## src/rtl/divu_pkg.sv

```systemverilog
// Shared types and constants for the sequential unsigned divider.
package divu_pkg;

  localparam int DEF_WIDTH = 32;

  typedef enum logic [1:0] {
    ST_IDLE = 2'd0,
    ST_RUN  = 2'd1,
    ST_DONE = 2'd2
  } state_t;

  // Quotient reported when the divisor is zero.
  localparam logic [DEF_WIDTH-1:0] DIV0_QUOT = '1;

endpackage

```

## src/rtl/divu_step.sv

```systemverilog
// One restoring shift-subtract iteration: shifts {rem, quot} left by one and
// subtracts the divisor from the partial remainder when it fits.
module divu_step #(
  parameter int WIDTH = 32
) (
  input  logic [WIDTH-1:0] i_rem,
  input  logic [WIDTH-1:0] i_quot,
  input  logic [WIDTH-1:0] i_divisor,
  output logic [WIDTH-1:0] o_rem,
  output logic [WIDTH-1:0] o_quot
);

  logic [WIDTH:0]   w_shift;
  logic [WIDTH-1:0] w_diff;
  logic             w_ge;

  // The compare needs the bit shifted out of rem; the low WIDTH bits of the
  // difference are exact whenever the subtraction is taken.
  assign w_shift = {i_rem, i_quot[WIDTH-1]};
  assign w_ge    = (w_shift >= {1'b0, i_divisor});
  assign w_diff  = w_shift[WIDTH-1:0] - i_divisor;

  assign o_rem  = w_ge ? w_diff : w_shift[WIDTH-1:0];
  assign o_quot = {i_quot[WIDTH-2:0], w_ge};

endmodule

```

## src/rtl/divu_seq.sv

```systemverilog
// Iterative unsigned divider (DIVU): one quotient bit per cycle, result as
// {remainder, quotient}, with a stall request while a division is in flight.
module divu_seq
  import divu_pkg::*;
#(
  parameter int WIDTH = DEF_WIDTH
) (
  input  logic               i_clk,
  input  logic               i_rst_n,
  input  logic               i_start,
  input  logic               i_flush,
  input  logic [WIDTH-1:0]   i_dividend,
  input  logic [WIDTH-1:0]   i_divisor,
  output logic               o_stall,
  output logic               o_busy,
  output logic               o_done,
  output logic               o_div0,
  output logic [2*WIDTH-1:0] o_result
);

  localparam int CW = $clog2(WIDTH + 1);

  state_t             r_state;
  state_t             w_next;
  logic [CW-1:0]      r_count;
  logic [WIDTH-1:0]   r_rem;
  logic [WIDTH-1:0]   r_quot;
  logic [WIDTH-1:0]   r_divisor;
  logic               r_div0_pend;
  logic [2*WIDTH-1:0] r_result;
  logic               r_div0;
  logic [WIDTH-1:0]   w_step_rem;
  logic [WIDTH-1:0]   w_step_quot;
  logic               w_accept;
  logic               w_show;

  assign w_accept = (r_state == ST_IDLE) & i_start & ~i_flush;

  divu_step #(.WIDTH(WIDTH)) u_step (
    .i_rem     (r_rem),
    .i_quot    (r_quot),
    .i_divisor (r_divisor),
    .o_rem     (w_step_rem),
    .o_quot    (w_step_quot)
  );

  always_ff @(posedge i_clk or negedge i_rst_n) begin
    if (!i_rst_n) begin
      r_state <= ST_IDLE;
    end else begin
      r_state <= w_next;
    end
  end

  always_comb begin
    w_next = r_state;
    case (r_state)
      ST_IDLE: begin
        if (w_accept) begin
          w_next = (i_divisor == {WIDTH{1'b0}}) ? ST_DONE : ST_RUN;
        end else begin
          w_next = ST_IDLE;
        end
      end
      ST_RUN: begin
        if (i_flush) begin
          w_next = ST_IDLE;
        end else if (r_count == CW'(1)) begin
          w_next = ST_DONE;
        end else begin
          w_next = ST_RUN;
        end
      end
      ST_DONE: w_next = ST_IDLE;
      default: w_next = ST_IDLE;
    endcase
  end

  // Operand capture and iteration; a zero divisor preloads the final answer.
  always_ff @(posedge i_clk or negedge i_rst_n) begin
    if (!i_rst_n) begin
      r_count     <= '0;
      r_rem       <= '0;
      r_quot      <= '0;
      r_divisor   <= '0;
      r_div0_pend <= 1'b0;
    end else if (w_accept) begin
      r_count   <= CW'(WIDTH);
      r_divisor <= i_divisor;
      if (i_divisor == {WIDTH{1'b0}}) begin
        r_rem       <= i_dividend;
        r_quot      <= WIDTH'(DIV0_QUOT);
        r_div0_pend <= 1'b1;
      end else begin
        r_rem       <= '0;
        r_quot      <= i_dividend;
        r_div0_pend <= 1'b0;
      end
    end else if ((r_state == ST_RUN) && !i_flush) begin
      r_rem   <= w_step_rem;
      r_quot  <= w_step_quot;
      r_count <= r_count - CW'(1);
    end else begin
      r_count <= r_count;
    end
  end

  // The visible result only commits when DONE completes unflushed, so an
  // aborted division never disturbs the last reported result.
  always_ff @(posedge i_clk or negedge i_rst_n) begin
    if (!i_rst_n) begin
      r_result <= '0;
      r_div0   <= 1'b0;
    end else if (w_show) begin
      r_result <= {r_rem, r_quot};
      r_div0   <= r_div0_pend;
    end else begin
      r_result <= r_result;
      r_div0   <= r_div0;
    end
  end

  always_comb begin
    w_show   = (r_state == ST_DONE) & ~i_flush;
    o_done   = w_show;
    o_busy   = (r_state == ST_RUN);
    o_stall  = w_accept | (r_state == ST_RUN);
    o_result = w_show ? {r_rem, r_quot} : r_result;
    o_div0   = w_show ? r_div0_pend : r_div0;
  end

endmodule

```

## config.mk

```make
export PLATFORM = sky130hd
export DESIGN_NAME = divu_seq
export DESIGN_NICKNAME = d
export VERILOG_FILES = /design/src/rtl/divu_pkg.sv /design/src/rtl/divu_step.sv /design/src/rtl/divu_seq.sv
export SDC_FILE = /design/constraint.sdc
export NUM_CORES = 1
export LEC_CHECK = 0
export CORE_ASPECT_RATIO = 1.2
export CORE_MARGIN = 2
export CORE_UTILIZATION = 40
export CTS_BUF_LIST = sky130_fd_sc_hd__clkbuf_16
export DETAILED_ROUTE_END_ITERATION = 8
export GPL_ROUTABILITY_DRIVEN = 0
export PLACE_DENSITY = 0.58
export SYNTH_ARGS = -nofsm -noshare
export SYNTH_HDL_FRONTEND = slang
export SYNTH_HIERARCHICAL = 1
export SYNTH_SLANG_ARGS = --single-unit
```

## constraint.sdc

```tcl
create_clock -name i_clk -period 7.85 [get_ports i_clk]
set_input_delay 2.355 -clock i_clk [delete_from_list [all_inputs] [get_ports i_clk]]
set_output_delay 2.355 -clock i_clk [all_outputs]
set_load 0.01 [all_outputs]
```

======== Word level (Yosys, flattened, before mapping) ========
Index checks and enable logic that the tools add are counted.
storage, ports and cells
  register bits ........................... 170
  input port bits ......................... 68
  output and inout bits ................... 68
  word-level logic and storage cells ...... 41
operators by class
  $add $sub $neg .......................... 2
  magnitude comparators ................... 1
  equality and inequality tests ........... 3
  multiplexer cells ....................... 17
  bitwise gates (word level) .............. 5
  reductions and logical operators ........ 5
operator list
  cell                   count
  $mux W32               7
  $mux W64               1
  $ge A33 B32 Y1         1
  $logic_not A32 Y1      1
  $sub A32 B32 Y32       1
  $mux W6                2
  $mux W2                4
  $eq A6 B1 Y1 const B   1
  $sub A6 B1 Y6 const B  1
  $pmux W2 S2            1
  $and A1 B1 Y1          3
  $eq A2 B1 Y1 const B   1
  $eq A2 B2 Y1 const B   1
  $logic_not A2 Y1       1
  $mux W1                2
  $reduce_bool A2 Y1     1
  $logic_and A1 B1 Y1    1
  $logic_not A1 Y1       1
  $not A1 Y1             1
  $or A1 B1 Y1           1

======== Longest topological paths before layout ========
Gate-level depths: netlist of the first run.
  word-level depth ........................ 5
  mapped depth ............................ 16
  depth with buffers taken out ............ 13

======== By module ========
Netlist of the first run, hierarchy kept.
modules (own cells, without submodules)
  module     instances  cells each  area an instance (µm²)  seq. area each (µm²)
  divu_seq   1          631         7,566.0                 4,254.1
  divu_step  1          355         2,571.2                 0.0

======== Least setup slack after synthesis of the first run ========
OpenSTA, ideal clock, no wires.
  path kind ............................... input -> output
  from .................................... input i_flush
  to ...................................... output o_result[54]
  arrival ................................. 3,385 ps
  required time ........................... 5,495 ps
  setup slack ............................. 2,110 ps
  cell stages on the path ................. 4
  buffers on the path ..................... 2
  cells stage by stage .................... nor3b_1 buf_4 buf_4 mux2_1
between the ends
  cells in the longest elaborated chain, start to end .. 3
ends and longest elaborated chain
  item              RTL line         RTL
  from (decl)       divu_seq.sv:11   input logic i_flush,
  $not A1 Y1        divu_seq.sv:124  w_show = (r_state == ST_DONE) & ~i_flush;
  $and A1 B1 Y1     divu_seq.sv:124
  named net o_done  divu_seq.sv:16   output logic o_done,
  $mux W64          divu_seq.sv:128  o_result = w_show ? {r_rem, r_quot} : r_result;
  to (decl)         divu_seq.sv:18   output logic [2*WIDTH-1:0] o_result
The timed path passes the listed nets, and every way through them passes these cells.

======== Final worst setup path of the first run ========
  from .................................... input i_flush
  to ...................................... output o_result[49]
between the ends
  cells in the longest elaborated chain, start to end .. 3
ends and longest elaborated chain
  item           RTL line
  $not A1 Y1     divu_seq.sv:124
  $and A1 B1 Y1  divu_seq.sv:124
  $mux W64       divu_seq.sv:128
Every way passes these cells.

==> results of run 1 <==
[synth_stat cells, types with 29 or more instances]
library cell and instances:
a221oi_1 66, inv_1 42, mux2_1 39, buf_4 42, o221ai_1 32, o22ai_1 35, dfrtp_1 170, nor2_1 29
a21oi_1 60, clkbuf_1 30, nand2_1 127, ha_1 34, mux2_2 46, o22ai_2 30
[kinds of logic (layout without fill, tap and decap cells)]
group | after synthesis | in the layout
and+or+nand+nor | 219 | 219
xor gates and xnor gates | 29 | 29
adders and majority gates | 35 | 35
buffers and inverters | 146 | 222
DFF | 170 | 170
muxes | 97 | 97
AOI/OAI and AO/OA | 290 | 290
[registers in the layout, summed over array words and instances (netlist names)]
| signal | count |
|---|---|
| r_div0 | 1 |
| r_div0_pend | 1 |
| r_count | 6 |
| r_state | 2 |
| r_divisor | 32 |
| r_result | 64 |
| r_rem | 32 |
| r_quot | 32 |
[critical path: stages]
cell	delay [ns]
clkdlybuf4s50_1	0.54
nor3b_2	0.34
buf_12	0.33
mux2_1	0.39
clkdlybuf4s50_1	0.48
[layer usage]
layer,vias up,wire (um),track usage
met5,-,0,0
met4,0,803,0.0813
met3,40,950,0.0384
met2,151,13800,0.365
met1,3951,11000,0.238
li1,3787,-,-
[layout make-up]
class,instances,area (um^2)
fillers,2368,12900
repair buffers,147,1460
well taps,325,407
inverters,43,161
flip-flops and latches,170,4250
multi-input cells,670,5120
clock inverters,15,128
clock buffers,17,425
[metrics by stage]
stage	utilization	std cells	cell area (um^2)	total power (W)
after floorplan	-	986	10100	0.00288
after global placement	0.459	1355	11400	0.00332
after detailed placement	0.459	1355	11400	0.00334
after CTS	0.481	1387	12000	0.00418
after global routing	0.481	1387	12000	0.00446
final	0.481	1387	12000	0.00416
[report_power, final]
part           internal (W)  switching, W
Sequential          0.00105      0.000207
Combinational       0.00100       0.00109
Clock              0.000437      0.000373
Total               0.00248       0.00167
[worst paths after layout]
kind	endpoint	slack [ns]	cells after the start
max reg2reg	r_rem[16]	3.66	12
min	r_divisor[12]	0.47	2
min reg2reg	r_divisor[12]	0.47	2
max	o_result[49]	1.01	5
max in group asynchronous	r_rem[1]	4.70	2
min in group asynchronous	r_result[57]	1.89	1
==> metrics, run 1 <==
run status completed; die area 0.0266 mm^2; first-pass GRT wire length 41700 um; Hold Crit Class register to register; H-tree level count 4; cell accounting for the most synthesized area dfrtp_1; Pre-antenna DRT Iters 5; syn_nets 1089; drc violations 0; Yosys cell types 64; post-layout min period 6.84 ns; Compound-Gate Fraction of Synth Area 0.223; n_diodes 0; post-synth top area share 0.420; leakage power 5.16 nW; P per Cell Area 348 mW/mm^2; via/cell ratio 5.72; Max Clock Freq 146 MHz; skew final 0.0129 ns; CTS Sinks 170; #FFs+latches synth 170; largest family of logic cells by synthesized area compound AO/OA/AOI/OAI gates; ys async rst share 1.00; Startpoint Class input port; worst hold margin 0.473 ns; TritonCTS clock tree yes; final hold viol count 0; Reg2Reg Launch Point r_rem[9]; post-synthesis mux area share 0.111; # resized after CTS 0; post-synthesis cell count 986; Die Y 178 um; Post-Place Worst Slack 0.985 ns; Clk Latency, worst-skew pair 0.44 ns; setup ws final 1.01 ns; max_cap viols 0; num rows 63; vias in the first global route 7766; Primary FF master, synth dfrtp_1; Hold Startpoint r_divisor[12]; final net count 1152; most frequent cells in the layout dfrtp_1 (170), clkdlybuf4s50_1 (134), nand2_1 (126); setup_tns 0 ns; DP HPWL 18400 um; Worst Path Max Fanout 57; crit share post-route 0.871; Crit. End Element output pin; Hold Buf Count CTS 0; gr ovfl total 0; synth warn 6; TritonCTS Buffers 17; XOR/XNOR share of the synthesized area 0.0251; synthesized-area fraction occupied by adder cells 0.0439; CP arrival 4.48 ns; WL/cell 19.2 um; io pins 136; setup violators final 0; Initial Util 0.408; Root Driver clkbuf_16; post-synthesis sequential area ratio 0.420; Port Buffer Count 135; Avg Cell Area, Syn 10.3 um^2; maximum root-to-sink buffer count 2; maximum number of pins on one net before global-route repair 92; fin. max-slew vios 0; share of layout cells above drive strength 1 0.139; Max VDD drop 0.172 mV; Least-Margin Pin Slew 1.18 ns; unrepaired setup endpoints after global routing false; core area 0.0248 mm^2; die width 149 um; final wirelength 26600 um; most common cell after layout, fill and taps aside dfrtp_1; CP required 5.50 ns; Post-DRT Antenna Nets 0; Netlist Area Pre-Place 0.0101 mm^2; Area contributors post-synth dfrtp_1 (42%), a221oi_1 (5.7%), mux2_2 (5.1%), nand2_1 (4.7%), mux2_1 (4.3%); number of synthesized flops with an enable pin 0; number of antenna violations at the first check in global routing 0; vias 7929; area grow syn2layout 17.9%; Simple-Gate Fraction of Synth Area 0.0995; crit path launch i_flush; Crit Path Category input port to output pin; Clock Pin Slew Worst Setup and Hold Paths 0.06 ns; Slew Limit Headroom 0.212; Setup Buffers After CTS 0; initial DRC count 458; overall track demand over capacity in global routing 0.203
Note: power is estimated with default switching activity, not from simulation.
==> inputs of run 2 (changes only) <==
Settings changed: ABC_AREA set to 1.
==> run 2 against run 1 <==
Synthesized area up 7.0%. Combinational power rose by 11%. Highest routed layer unchanged. Largest cell class unchanged. First-iteration DRC count grew 21%. Die area grew 6.8%. Hold slack worse by 0.0012 ns. Non-clock buffer count down 4.
==> metrics, run 2 <==
Clock Pin Slew Worst Setup and Hold Paths 0.07 ns; grt peak-use layer met2; Clk Latency, worst-skew pair 0.45 ns; maximum number of pins on one net before global-route repair 72; max reg flops 64; die area 0.0285 mm^2; DP HPWL 22600 um; run status completed; Area contributors post-synth dfrtp_1 (39%), nand2_1 (24%), inv_1 (6.7%), nand3_1 (5.6%), nor2_1 (5.3%); Crit. End Element output pin; TritonCTS clock tree yes; setup ws final 0.945 ns; n_diodes 0; largest family of logic cells by synthesized area simple AND/OR/NAND/NOR gates; post-synthesis sequential area ratio 0.392; ys async rst share 1.00; Netlist Area Pre-Place 0.0108 mm^2; Simple-Gate Fraction of Synth Area 0.388; max_cap viols 0; cell area after layout 0.0127 mm^2; share of layout cells above drive strength 1 0.0429; Crit Path Category input port to output pin; vias in the first global route 9755; H-tree level count 4; Port Buffer Count 135; unrepaired setup endpoints after global routing false; vias 9825; via/cell ratio 4.81; FF/Latch Area 0.00425 mm^2; fin. max-slew vios 0; drc violations 0; io pins 136; number of antenna violations at the first check in global routing 0; Compound-Gate Fraction of Synth Area 0.0467; skew final 0.0146 ns; Worst Path Max Fanout 39; area grow syn2layout 17.2%; initial DRC count 553; CP required 5.50 ns; Multi-input gate area 0.00528 mm^2; Max Clock Freq 145 MHz; CP arrival 4.55 ns; met3 usage 0.0303; Startpoint Class input port; Pre-antenna DRT Iters 5; Hold Crit Class register to register; Die Y 184 um; r2r setup slk 4.55 ns; die width 154 um; TritonCTS Buffers 17; CTS Sinks 170; XOR/XNOR share of the synthesized area 0.0113; crit path launch i_flush; most frequent cells in the layout nand2_1 (678), inv_1 (192), dfrtp_1 (170); Avg Cell Area, Syn 6.68 um^2; leakage power 6.84 nW; # resized after CTS 0; number of synthesized flops with an enable pin 0; setup violators final 0; Reg2Reg Launch Point r_state[1]; most common cell after layout, fill and taps aside nand2_1; post-synthesis mux area share 0; final hold viol count 0; overall track demand over capacity in global routing 0.224; final wirelength 30600 um; Post-Place Worst Slack 0.947 ns; synth cell count leaders nand2_1 (679), inv_1 (193), dfrtp_1 (170), nor2_1 (152), nand3_1 (122); syn_nets 1727; synthesized-area fraction occupied by adder cells 0.0411; Final Util 0.472; worst-path cell chain clkdlybuf4s50_1 > nor2_2 > nand2_2 > inv_2 > buf_12 > nand2_1 > nand2_1 > clkdlybuf4s50_1; Primary FF master, synth dfrtp_1; filler instances 2804; register with the most flip-flops r_result; #FFs+latches synth 170; Slew Limit Headroom 0.282; post-layout min period 6.90 ns; post-synthesis cell count 1624; P per Cell Area 362 mW/mm^2; dpl cell area 0.0121 mm^2; num rows 66; setup_tns 0 ns; Hold Buf Count CTS 0; Worst Setup EP o_result[14]; max incr delay on CP 0.56 ns; Least-Margin Pin Slew 1.07 ns; post-synth top area share 0.392; WL/cell 15.0 um; reg2reg end r_quot[29]; most numerous cell in the Yosys netlist nand2_1; gr ovfl total 0; maximum root-to-sink buffer count 2; first-pass GRT wire length 50400 um; crit share post-route 0.880; cell accounting for the most synthesized area dfrtp_1; worst r2r path cells 10; Root Driver clkbuf_16; grt met2 use 0.397; met1 Use GR 0.273; Slowest-stage cell, CP clkdlybuf4s50_1; final net count 1794; Post-DRT Antenna Nets 0; Initial Util 0.403; synth warn 6; core area 0.0269 mm^2; Max VDD drop 0.141 mV; Setup Buffers After CTS 0; Yosys cell types 33
-- run 2: cell count changes after synthesis, moves of 46 or more --
cell	previous run	this run
inv_1	42	193
nand3_1	9	122
a221oi_1	66	0
nand2_1	127	679
mux2_2	46	0
nor2_1	29	152
-- run 2: cell families after synthesis --
kind of cell | after synthesis
buffers and inverters | 292
xor gates and xnor gates | 14
adders and majority gates | 35
and+or+nand+nor | 1013
AOI/OAI and AO/OA | 100
DFF | 170
-- run 2: power breakdown --
group | internal, W | switching (W) | leakage, nW | total [W]
clock | 0.000477 | 0.000399 | 0.292 | 0.000876
sequential | 0.00113 | 0.000261 | 2.19 | 0.00139
combinational | 0.000868 | 0.00146 | 4.37 | 0.00233
total | 0.00247 | 0.00212 | 6.84 | 0.00460
-- run 2: through the flow --
stage	instances	power [W]	hold slack (ns)
after CTS	2043	0.00462	0.480
after detailed placement	2012	0.00372	0.463
after floorplan	1624	0.00315	0.449
after global placement	2012	0.00369	0.459
final	2043	0.00460	0.472
after global routing	2043	0.00503	0.496
-- run 2: metal layers --
layer	vias up	routed length, um
met3	51	763
met1	4533	13300
met5	-	0
met2	170	15300
li1	5071	-
met4	0	1170
-- run 2: how the worst min path moves through the flow --
stage                   from             to  slack [ns]  cells after the start
2_1_floorplan  r_divisor[10]  r_divisor[10]        0.45                      2
3_3_place_gp    r_result[18]   r_result[18]        0.46                      2
3_5_place_dp    r_result[12]   r_result[12]        0.46                      2
4_1_cts         r_result[13]   r_result[13]        0.48                      2
5_1_grt         r_result[20]   r_result[20]        0.50                      2
6_report        r_result[32]   r_result[32]        0.47                      2
-- run 2: cell type report --
| cell class | instances | area share |
|---|---|---|
| well taps | 340 | 0.0335 |
| clock buffers | 17 | 0.0335 |
| clock inverters | 14 | 0.0126 |
| inverters | 197 | 0.0583 |
| flip-flops and latches | 170 | 0.335 |
| multi-input cells | 1162 | 0.415 |
| repair buffers | 143 | 0.112 |
-- run 2: critical path, delay by kind of cell --
kind,cells,cell delay [ns]
buf+inv,4,1.71
simple gates,4,0.45
